==> src/rtl/axil_pkg.sv <==
// Shared AXI4-Lite constants and FSM state encodings for the peripheral interconnect.
package axil_pkg;

  localparam logic [1:0] RESP_OKAY   = 2'b00;
  localparam logic [1:0] RESP_SLVERR = 2'b10;
  localparam logic [1:0] RESP_DECERR = 2'b11;

  typedef enum logic [1:0] {
    W_IDLE,
    W_FWD,
    W_RESP,
    W_ERR
  } w_state_t;

  typedef enum logic [2:0] {
    R_IDLE,
    R_FWD,
    R_WAIT,
    R_RESP,
    R_ERR
  } r_state_t;

endpackage

==> src/rtl/axil_addr_decode.sv <==
// Base/mask address decoder: one-hot select of the lowest-index matching subordinate.
module axil_addr_decode #(
  parameter int unsigned N_SUB      = 3,
  parameter int unsigned AXI_AWIDTH = 32
) (
  input  logic [AXI_AWIDTH-1:0]       addr,
  input  logic [N_SUB*AXI_AWIDTH-1:0] sub_base,
  input  logic [N_SUB*AXI_AWIDTH-1:0] sub_mask,
  output logic [N_SUB-1:0]            sel,
  output logic                        hit
);

  // Scan upward so the first hit shadows any higher-index overlap
  always_comb begin
    sel = '0;
    hit = 1'b0;
    for (int i = 0; i < N_SUB; i++) begin
      if (!hit && ((addr & sub_mask[i*AXI_AWIDTH +: AXI_AWIDTH]) ==
                   sub_base[i*AXI_AWIDTH +: AXI_AWIDTH])) begin
        sel[i] = 1'b1;
        hit    = 1'b1;
      end
    end
  end

endmodule

==> src/rtl/axil_periph_interconnect.sv <==
// AXI4-Lite 1-to-N interconnect: independent single-outstanding read and write paths.
module axil_periph_interconnect
  import axil_pkg::*;
#(
  parameter int unsigned N_SUB      = 3,
  parameter int unsigned AXI_AWIDTH = 32,
  parameter int unsigned AXI_DWIDTH = 32,
  parameter logic [N_SUB*AXI_AWIDTH-1:0] SUB_BASE = {32'h0000_8000, 32'h0000_4000, 32'h0000_0000},
  parameter logic [N_SUB*AXI_AWIDTH-1:0] SUB_MASK = {32'h0000_F000, 32'h0000_C000, 32'h0000_C000},
  localparam int unsigned STRB_W    = AXI_DWIDTH / 8
) (
  input  logic                         AXI_ACLK,
  input  logic                         AXI_ARESETN,
  // host write
  input  logic [AXI_AWIDTH-1:0]        HOST_AXI_AWADDR,
  input  logic                         HOST_AXI_AWVALID,
  output logic                         HOST_AXI_AWREADY,
  input  logic [AXI_DWIDTH-1:0]        HOST_AXI_WDATA,
  input  logic [STRB_W-1:0]            HOST_AXI_WSTRB,
  input  logic                         HOST_AXI_WVALID,
  output logic                         HOST_AXI_WREADY,
  output logic [1:0]                   HOST_AXI_BRESP,
  output logic                         HOST_AXI_BVALID,
  input  logic                         HOST_AXI_BREADY,
  // host read
  input  logic [AXI_AWIDTH-1:0]        HOST_AXI_ARADDR,
  input  logic                         HOST_AXI_ARVALID,
  output logic                         HOST_AXI_ARREADY,
  output logic [AXI_DWIDTH-1:0]        HOST_AXI_RDATA,
  output logic [1:0]                   HOST_AXI_RRESP,
  output logic                         HOST_AXI_RVALID,
  input  logic                         HOST_AXI_RREADY,
  // subordinate write
  output logic [N_SUB*AXI_AWIDTH-1:0]  SUB_AXI_AWADDR,
  output logic [N_SUB-1:0]             SUB_AXI_AWVALID,
  input  logic [N_SUB-1:0]             SUB_AXI_AWREADY,
  output logic [N_SUB*AXI_DWIDTH-1:0]  SUB_AXI_WDATA,
  output logic [N_SUB*STRB_W-1:0]      SUB_AXI_WSTRB,
  output logic [N_SUB-1:0]             SUB_AXI_WVALID,
  input  logic [N_SUB-1:0]             SUB_AXI_WREADY,
  input  logic [N_SUB*2-1:0]           SUB_AXI_BRESP,
  input  logic [N_SUB-1:0]             SUB_AXI_BVALID,
  output logic [N_SUB-1:0]             SUB_AXI_BREADY,
  // subordinate read
  output logic [N_SUB*AXI_AWIDTH-1:0]  SUB_AXI_ARADDR,
  output logic [N_SUB-1:0]             SUB_AXI_ARVALID,
  input  logic [N_SUB-1:0]             SUB_AXI_ARREADY,
  input  logic [N_SUB*AXI_DWIDTH-1:0]  SUB_AXI_RDATA,
  input  logic [N_SUB*2-1:0]           SUB_AXI_RRESP,
  input  logic [N_SUB-1:0]             SUB_AXI_RVALID,
  output logic [N_SUB-1:0]             SUB_AXI_RREADY
);

  w_state_t                w_state;
  r_state_t                r_state;

  logic                    aw_got, w_got;
  logic [AXI_AWIDTH-1:0]   awaddr_q;
  logic [AXI_DWIDTH-1:0]   wdata_q;
  logic [STRB_W-1:0]       wstrb_q;
  logic                    awready_q, wready_q, bvalid_q;
  logic [1:0]              bresp_q;
  logic [N_SUB-1:0]        w_sel_q, sub_awvalid_q, sub_wvalid_q, sub_bready_q;

  logic [AXI_AWIDTH-1:0]   araddr_q;
  logic                    arready_q, rvalid_q;
  logic [AXI_DWIDTH-1:0]   rdata_q;
  logic [1:0]              rresp_q;
  logic [N_SUB-1:0]        r_sel_q, sub_arvalid_q, sub_rready_q;

  logic                    aw_hs, w_hs, ar_hs;
  logic                    sub_aw_hs, sub_w_hs, sub_b_hs, sub_ar_hs, sub_r_hs;
  logic                    aw_done, w_done;
  logic [AXI_AWIDTH-1:0]   aw_dec_addr;
  logic [N_SUB-1:0]        aw_sel, ar_sel;
  logic                    aw_hit, ar_hit;
  logic [1:0]              b_resp_mux, r_resp_mux;
  logic [AXI_DWIDTH-1:0]   r_data_mux;

  assign aw_hs     = HOST_AXI_AWVALID & awready_q;
  assign w_hs      = HOST_AXI_WVALID & wready_q;
  assign ar_hs     = HOST_AXI_ARVALID & arready_q;
  assign sub_aw_hs = |(sub_awvalid_q & SUB_AXI_AWREADY);
  assign sub_w_hs  = |(sub_wvalid_q & SUB_AXI_WREADY);
  assign sub_b_hs  = |(sub_bready_q & SUB_AXI_BVALID);
  assign sub_ar_hs = |(sub_arvalid_q & SUB_AXI_ARREADY);
  assign sub_r_hs  = |(sub_rready_q & SUB_AXI_RVALID);
  assign aw_done   = ~(|sub_awvalid_q) | sub_aw_hs;
  assign w_done    = ~(|sub_wvalid_q) | sub_w_hs;

  // AW may arrive on the same edge that completes the pair, so decode the live address then
  assign aw_dec_addr = aw_got ? awaddr_q : HOST_AXI_AWADDR;

  axil_addr_decode #(.N_SUB(N_SUB), .AXI_AWIDTH(AXI_AWIDTH)) u_aw_decode (
    .addr(aw_dec_addr), .sub_base(SUB_BASE), .sub_mask(SUB_MASK), .sel(aw_sel), .hit(aw_hit)
  );

  axil_addr_decode #(.N_SUB(N_SUB), .AXI_AWIDTH(AXI_AWIDTH)) u_ar_decode (
    .addr(HOST_AXI_ARADDR), .sub_base(SUB_BASE), .sub_mask(SUB_MASK), .sel(ar_sel), .hit(ar_hit)
  );

  // Response mux from the latched one-hot selects
  always_comb begin
    b_resp_mux = '0;
    r_resp_mux = '0;
    r_data_mux = '0;
    for (int i = 0; i < N_SUB; i++) begin
      if (w_sel_q[i]) b_resp_mux = SUB_AXI_BRESP[2*i +: 2];
      if (r_sel_q[i]) begin
        r_resp_mux = SUB_AXI_RRESP[2*i +: 2];
        r_data_mux = SUB_AXI_RDATA[i*AXI_DWIDTH +: AXI_DWIDTH];
      end
    end
  end

  // Write path FSM with registered outputs
  always_ff @(posedge AXI_ACLK or negedge AXI_ARESETN) begin
    if (!AXI_ARESETN) begin
      w_state       <= W_IDLE;
      aw_got        <= 1'b0;
      w_got         <= 1'b0;
      awaddr_q      <= '0;
      wdata_q       <= '0;
      wstrb_q       <= '0;
      awready_q     <= 1'b0;
      wready_q      <= 1'b0;
      bvalid_q      <= 1'b0;
      bresp_q       <= '0;
      w_sel_q       <= '0;
      sub_awvalid_q <= '0;
      sub_wvalid_q  <= '0;
      sub_bready_q  <= '0;
    end else begin
      case (w_state)
        W_IDLE: begin
          if (aw_hs) begin
            awaddr_q <= HOST_AXI_AWADDR;
            aw_got   <= 1'b1;
          end
          if (w_hs) begin
            wdata_q <= HOST_AXI_WDATA;
            wstrb_q <= HOST_AXI_WSTRB;
            w_got   <= 1'b1;
          end
          awready_q <= ~(aw_got | aw_hs);
          wready_q  <= ~(w_got | w_hs);
          if ((aw_got | aw_hs) && (w_got | w_hs)) begin
            aw_got <= 1'b0;
            w_got  <= 1'b0;
            if (aw_hit) begin
              w_sel_q       <= aw_sel;
              sub_awvalid_q <= aw_sel;
              sub_wvalid_q  <= aw_sel;
              w_state       <= W_FWD;
            end else begin
              bvalid_q <= 1'b1;
              bresp_q  <= RESP_DECERR;
              w_state  <= W_ERR;
            end
          end
        end
        W_FWD: begin
          if (sub_aw_hs) sub_awvalid_q <= '0;
          if (sub_w_hs)  sub_wvalid_q  <= '0;
          if (~(|sub_bready_q) && aw_done && w_done) sub_bready_q <= w_sel_q;
          if (sub_b_hs) begin
            sub_bready_q <= '0;
            bresp_q      <= b_resp_mux;
            bvalid_q     <= 1'b1;
            w_state      <= W_RESP;
          end
        end
        W_RESP, W_ERR: begin
          if (HOST_AXI_BREADY) begin
            bvalid_q  <= 1'b0;
            awready_q <= 1'b1;
            wready_q  <= 1'b1;
            w_state   <= W_IDLE;
          end
        end
        default: w_state <= W_IDLE;
      endcase
    end
  end

  // Read path FSM with registered outputs
  always_ff @(posedge AXI_ACLK or negedge AXI_ARESETN) begin
    if (!AXI_ARESETN) begin
      r_state       <= R_IDLE;
      araddr_q      <= '0;
      arready_q     <= 1'b0;
      rvalid_q      <= 1'b0;
      rdata_q       <= '0;
      rresp_q       <= '0;
      r_sel_q       <= '0;
      sub_arvalid_q <= '0;
      sub_rready_q  <= '0;
    end else begin
      case (r_state)
        R_IDLE: begin
          arready_q <= ~ar_hs;
          if (ar_hs) begin
            araddr_q <= HOST_AXI_ARADDR;
            if (ar_hit) begin
              r_sel_q       <= ar_sel;
              sub_arvalid_q <= ar_sel;
              r_state       <= R_FWD;
            end else begin
              rvalid_q <= 1'b1;
              rdata_q  <= '0;
              rresp_q  <= RESP_DECERR;
              r_state  <= R_ERR;
            end
          end
        end
        R_FWD: begin
          if (sub_ar_hs) begin
            sub_arvalid_q <= '0;
            sub_rready_q  <= r_sel_q;
            r_state       <= R_WAIT;
          end
        end
        R_WAIT: begin
          if (sub_r_hs) begin
            sub_rready_q <= '0;
            rdata_q      <= r_data_mux;
            rresp_q      <= r_resp_mux;
            rvalid_q     <= 1'b1;
            r_state      <= R_RESP;
          end
        end
        R_RESP, R_ERR: begin
          if (HOST_AXI_RREADY) begin
            rvalid_q  <= 1'b0;
            arready_q <= 1'b1;
            r_state   <= R_IDLE;
          end
        end
        default: r_state <= R_IDLE;
      endcase
    end
  end

  assign HOST_AXI_AWREADY = awready_q;
  assign HOST_AXI_WREADY  = wready_q;
  assign HOST_AXI_BVALID  = bvalid_q;
  assign HOST_AXI_BRESP   = bresp_q;
  assign HOST_AXI_ARREADY = arready_q;
  assign HOST_AXI_RVALID  = rvalid_q;
  assign HOST_AXI_RDATA   = rdata_q;
  assign HOST_AXI_RRESP   = rresp_q;

  // Payloads are broadcast; only the selected slice ever sees a valid
  assign SUB_AXI_AWADDR  = {N_SUB{awaddr_q}};
  assign SUB_AXI_WDATA   = {N_SUB{wdata_q}};
  assign SUB_AXI_WSTRB   = {N_SUB{wstrb_q}};
  assign SUB_AXI_ARADDR  = {N_SUB{araddr_q}};
  assign SUB_AXI_AWVALID = sub_awvalid_q;
  assign SUB_AXI_WVALID  = sub_wvalid_q;
  assign SUB_AXI_BREADY  = sub_bready_q;
  assign SUB_AXI_ARVALID = sub_arvalid_q;
  assign SUB_AXI_RREADY  = sub_rready_q;

endmodule

==> config.mk <==
export PLATFORM = sky130hd
export DESIGN_NAME = axil_periph_interconnect
export DESIGN_NICKNAME = d
export VERILOG_FILES = /design/src/rtl/axil_pkg.sv /design/src/rtl/axil_addr_decode.sv /design/src/rtl/axil_periph_interconnect.sv
export SDC_FILE = /design/constraint.sdc
export NUM_CORES = 1
export LEC_CHECK = 0
export ABC_AREA = 1
export BUFFER_PORTS_ARGS = -buffer_cell sky130_fd_sc_hd__buf_2
export CORE_ASPECT_RATIO = 0.75
export CORE_MARGIN = 2
export CORE_UTILIZATION = 30
export DETAILED_ROUTE_END_ITERATION = 12
export GPL_TIMING_DRIVEN = 1
export PLACE_DENSITY_LB_ADDON = 0.15
export SLEW_MARGIN = 30
export SYNTH_ARGS = -nofsm -noshare
export SYNTH_HDL_FRONTEND = slang
export SYNTH_HIERARCHICAL = 1
export SYNTH_SLANG_ARGS = --single-unit
==> constraint.sdc <==
create_clock -name AXI_ACLK -period 2.9 [get_ports AXI_ACLK]
set_clock_uncertainty 0.2 [all_clocks]
set_input_delay 0 -clock AXI_ACLK [delete_from_list [all_inputs] [get_ports AXI_ACLK]]
set_output_delay 0 -clock AXI_ACLK [all_outputs]
set_load 0.01 [all_outputs]
==> impl_results.md <==
- Status: complete, no violations
- Post-synth cell types: 31
- Cell family with most CP delay: buffers and inverters
- Finished Core Util: 46.57%
- Detail Route Antenna Nets: 0
- I/O pin total: roughly 590
- Worst hold-check path type: input pin to flop
- Clock share of power: 17.5%
- Final WS setup: ~0.25 ns
- Max Freq: 376.8 MHz
- H-Tree Depth: 4
- Critical path buffer and inverter count: 2
- Area contributors post-synth: dfrtp_1, nand2_1, buf_4
- Part of the power in registers: 29.7%
- Fin Setup TNS: 0 ns
- Initial antenna violation count: 1
- CTS tree: done
- Layout cell share with drive strength beyond 1: 19.25%
- Crit-path max cell delay: 0.58 ns
- Die Y: ~190 microns
- Mapped Cells: 2,185
- Commonest non-fill, non-tap cells in the layout: nand2_1, conb_1, buf_2
- DRT Pass-1 Iters: 6
- Largest net degree at the start of global routing: 68
- Worst Tran Pin Value: 0.9586 ns
- Initial Utilization: a little under a third
- Area Overhead vs Synth: 53.06%
- Leak pwr: 12.47 nW
- Vias per inst: 3.927
- Post-Route WL: 44.75 mm
- Vias: 15,850
- DR WL/cell: 11.09 microns
- Crit. End Element: flop
- # fillers: 4,682
- Maximum VDD drop: about 0.00043 V
- Most frequent CP cell: nand2_1
- Critical path's slowest cell: dlygate4sd3_1
- Num CTS Buffers: 17
- #FFs+latches synth: 169
- Rel. slew slack: 36.02%
- Critical Path Source Type: flop
- Yosys top cell by area: dfrtp_1
- First-pass GRT wire length: about 70 mm
- P_int: ~7.3 mW
- Clock slew at reported path FFs: 0.07 ns
- WHS: 0.07538 ns
- DR DRC count: 0
- Min Clock Period, post-route: 2.654 ns
- Number of global-route vias before repair: between 10,000 and 15,000
- Buffers added on ports: 585
- Total track usage: 18.52%
- Clock latency at the later pin of the worst-skew pair: 0.46 ns
- DRT iter0 DRCs: 704
- Final worst path period share: about nine tenths
- DP HPWL: 33.94 mm
- Kind of critical path: flop to flop
- Ant. Diodes: 0
- Total die area: 47,140 sq um
- Core box area: ~45,000 sq um
- Combinational fraction of design power: 52.8%
- Most common cell after layout, fill and taps aside: nand2_1
- Mapped Area: approximately 14,000 sq um
- Worst endpoint data arrival time: 2.85 ns
- Setup violators final: 0
- CTS sink cnt: between 150 and 200
- Root Driver: clkbuf_16
- Final Max Tran Viols: 0
- Post-synthesis sequential area ratio: a little under a third
- RSZ-0062 raised after global routing: false
- Biggest fanout along the worst timing path: 36
- Worst path cell trace: nor2_4 > nand2_2 > clkinv_2 > o21ai_0 > a21oi_1 > dlygate4sd3_1 > nand2_1 > nand2_1
- Critical Path RT: 3.10 ns
- Post-layout net count: 3,667
- Final Hold Fails: 0
- Net load switching power: 6.562 mW
- Total gr overflow: 0
- PnR Total Power: 13.89 mW
- Max-cap violations: 0
- Die Width: 250.0 microns
- Power Density: 666.4 nW/um^2
- Top-area cell type share of the netlist area: 31.05%
- Yosys warning total: 6
- DP Worst Slack: 0.2270 ns
- Clk buf depth: 2
- Num rows: 67
- Switching Share: roughly 47%
- Syn Area/Cell: 6.234 sq um
- GPL Wtd Cong: 0.8699
worst min-delay path, delay by kind of cell:
kind / cells / cell delay, ns
buffers and inverters: 1 / 0.08
and+or+nand+nor: 6 / 0.61
worst paths after layout:
kind	startpoint	endpoint	slack, ns	cells past startpoint
max	r_state[2]	HOST_AXI_RDATA[31]	0.25	8
min	SUB_AXI_RVALID[2]	r_state[1]	0.08	7
max reg2reg	r_state[2]	HOST_AXI_RDATA[31]	0.25	8
min reg2reg	HOST_AXI_RDATA[19]	HOST_AXI_RDATA[19]	0.28	2
max in group asynchronous	AXI_ARESETN	araddr_q[18]	1.66	4
min in group asynchronous	AXI_ARESETN	HOST_AXI_AWREADY	0.48	4
cells in the mapped netlist:
| master | number |
|---|---|
| nand3_2 | 2 |
| nand2_4 | 1 |
| nor2_4 | 2 |
| a21boi_0 | 1 |
| nand4_1 | 16 |
| o21ai_4 | 1 |
| nor3_1 | 6 |
| clkinv_1 | 3 |
| inv_2 | 7 |
| conb_1 | 2 |
| nand2_2 | 4 |
| nand3_1 | 196 |
| nand2_1 | 928 |
| buf_6 | 1 |
| buf_1 | 1 |
| a21oi_2 | 2 |
| dfrtp_1 | 169 |
| nor2_1 | 73 |
| buf_4 | 203 |
| clkbuf_2 | 1 |
| o21ai_0 | 157 |
| xor2_1 | 28 |
| nand3b_1 | 48 |
| o21ai_1 | 5 |
| buf_2 | 14 |
| or2_0 | 8 |
| clkbuf_1 | 37 |
| nor2_2 | 13 |
| a21oi_1 | 74 |
| inv_1 | 181 |
| o211ai_1 | 1 |
cells by family (layout without fill, tap and decap cells):
kind of cell,count (synthesis),in the layout,synth area share [%]
AO/OA/AOI/OAI,241,241,9.030
flip-flops,169,169,31.05
buffers and inverters,448,1013,18.13
AND/OR/NAND/NOR,1297,1297,39.93
other,2,702,0.05514
XOR/XNOR,28,28,1.801
power by group through the flow:
stage	clock, mW	sequential [mW]	combinational [mW]
final	2.43	4.13	7.34
after global routing	2.60	4.28	8.20
after CTS	2.53	4.13	7.29
after detailed placement	0	4.16	7.00
after global placement	0	4.11	6.98
after floorplan	0	4.39	5.40
metrics by stage:
step / area (sq um) / cells
floorplan: 16250 / 2885
global placement: 18270 / 3809
detailed placement: 18270 / 3809
CTS: 20830 / 4036
global route: 20850 / 4036
finish: 20850 / 4036
layout make-up:
cell class	instances	area, sq um	share of cell area, %
timing repair buffer	790	5007	24.02
multi-input combinational	2268	9560	45.86
tap	586	733.2	3.517
sequential	169	4230	20.29
clock buffer	19	432.9	2.077
clock inverter	13	163.9	0.7862
inverter	191	719.4	3.451
state kept, by name, indices dropped and copies added, names as in the netlist, 4 cells and up:
signal          flops
awaddr_q           32
wdata_q            32
araddr_q           32
wstrb_q             4
HOST_AXI_RDATA     32
timing repair:
item                       CTS  global route
gates resized for setup      0             8
setup buffers                0             0
setup endpoints to repair    0            14
hold buffers               195             0
hold endpoints to repair   338             0
per-layer routing:
metal	vias to the layer above	GRT usage, %	wire [microns]
met5	-	0	13
met4	2	4.860	853
met3	68	3.136	1979
met2	389	32.34	21890
met1	6918	23.66	20020
li1	8472	-	-
No activity file was read; power rests on OpenSTA's default activity.
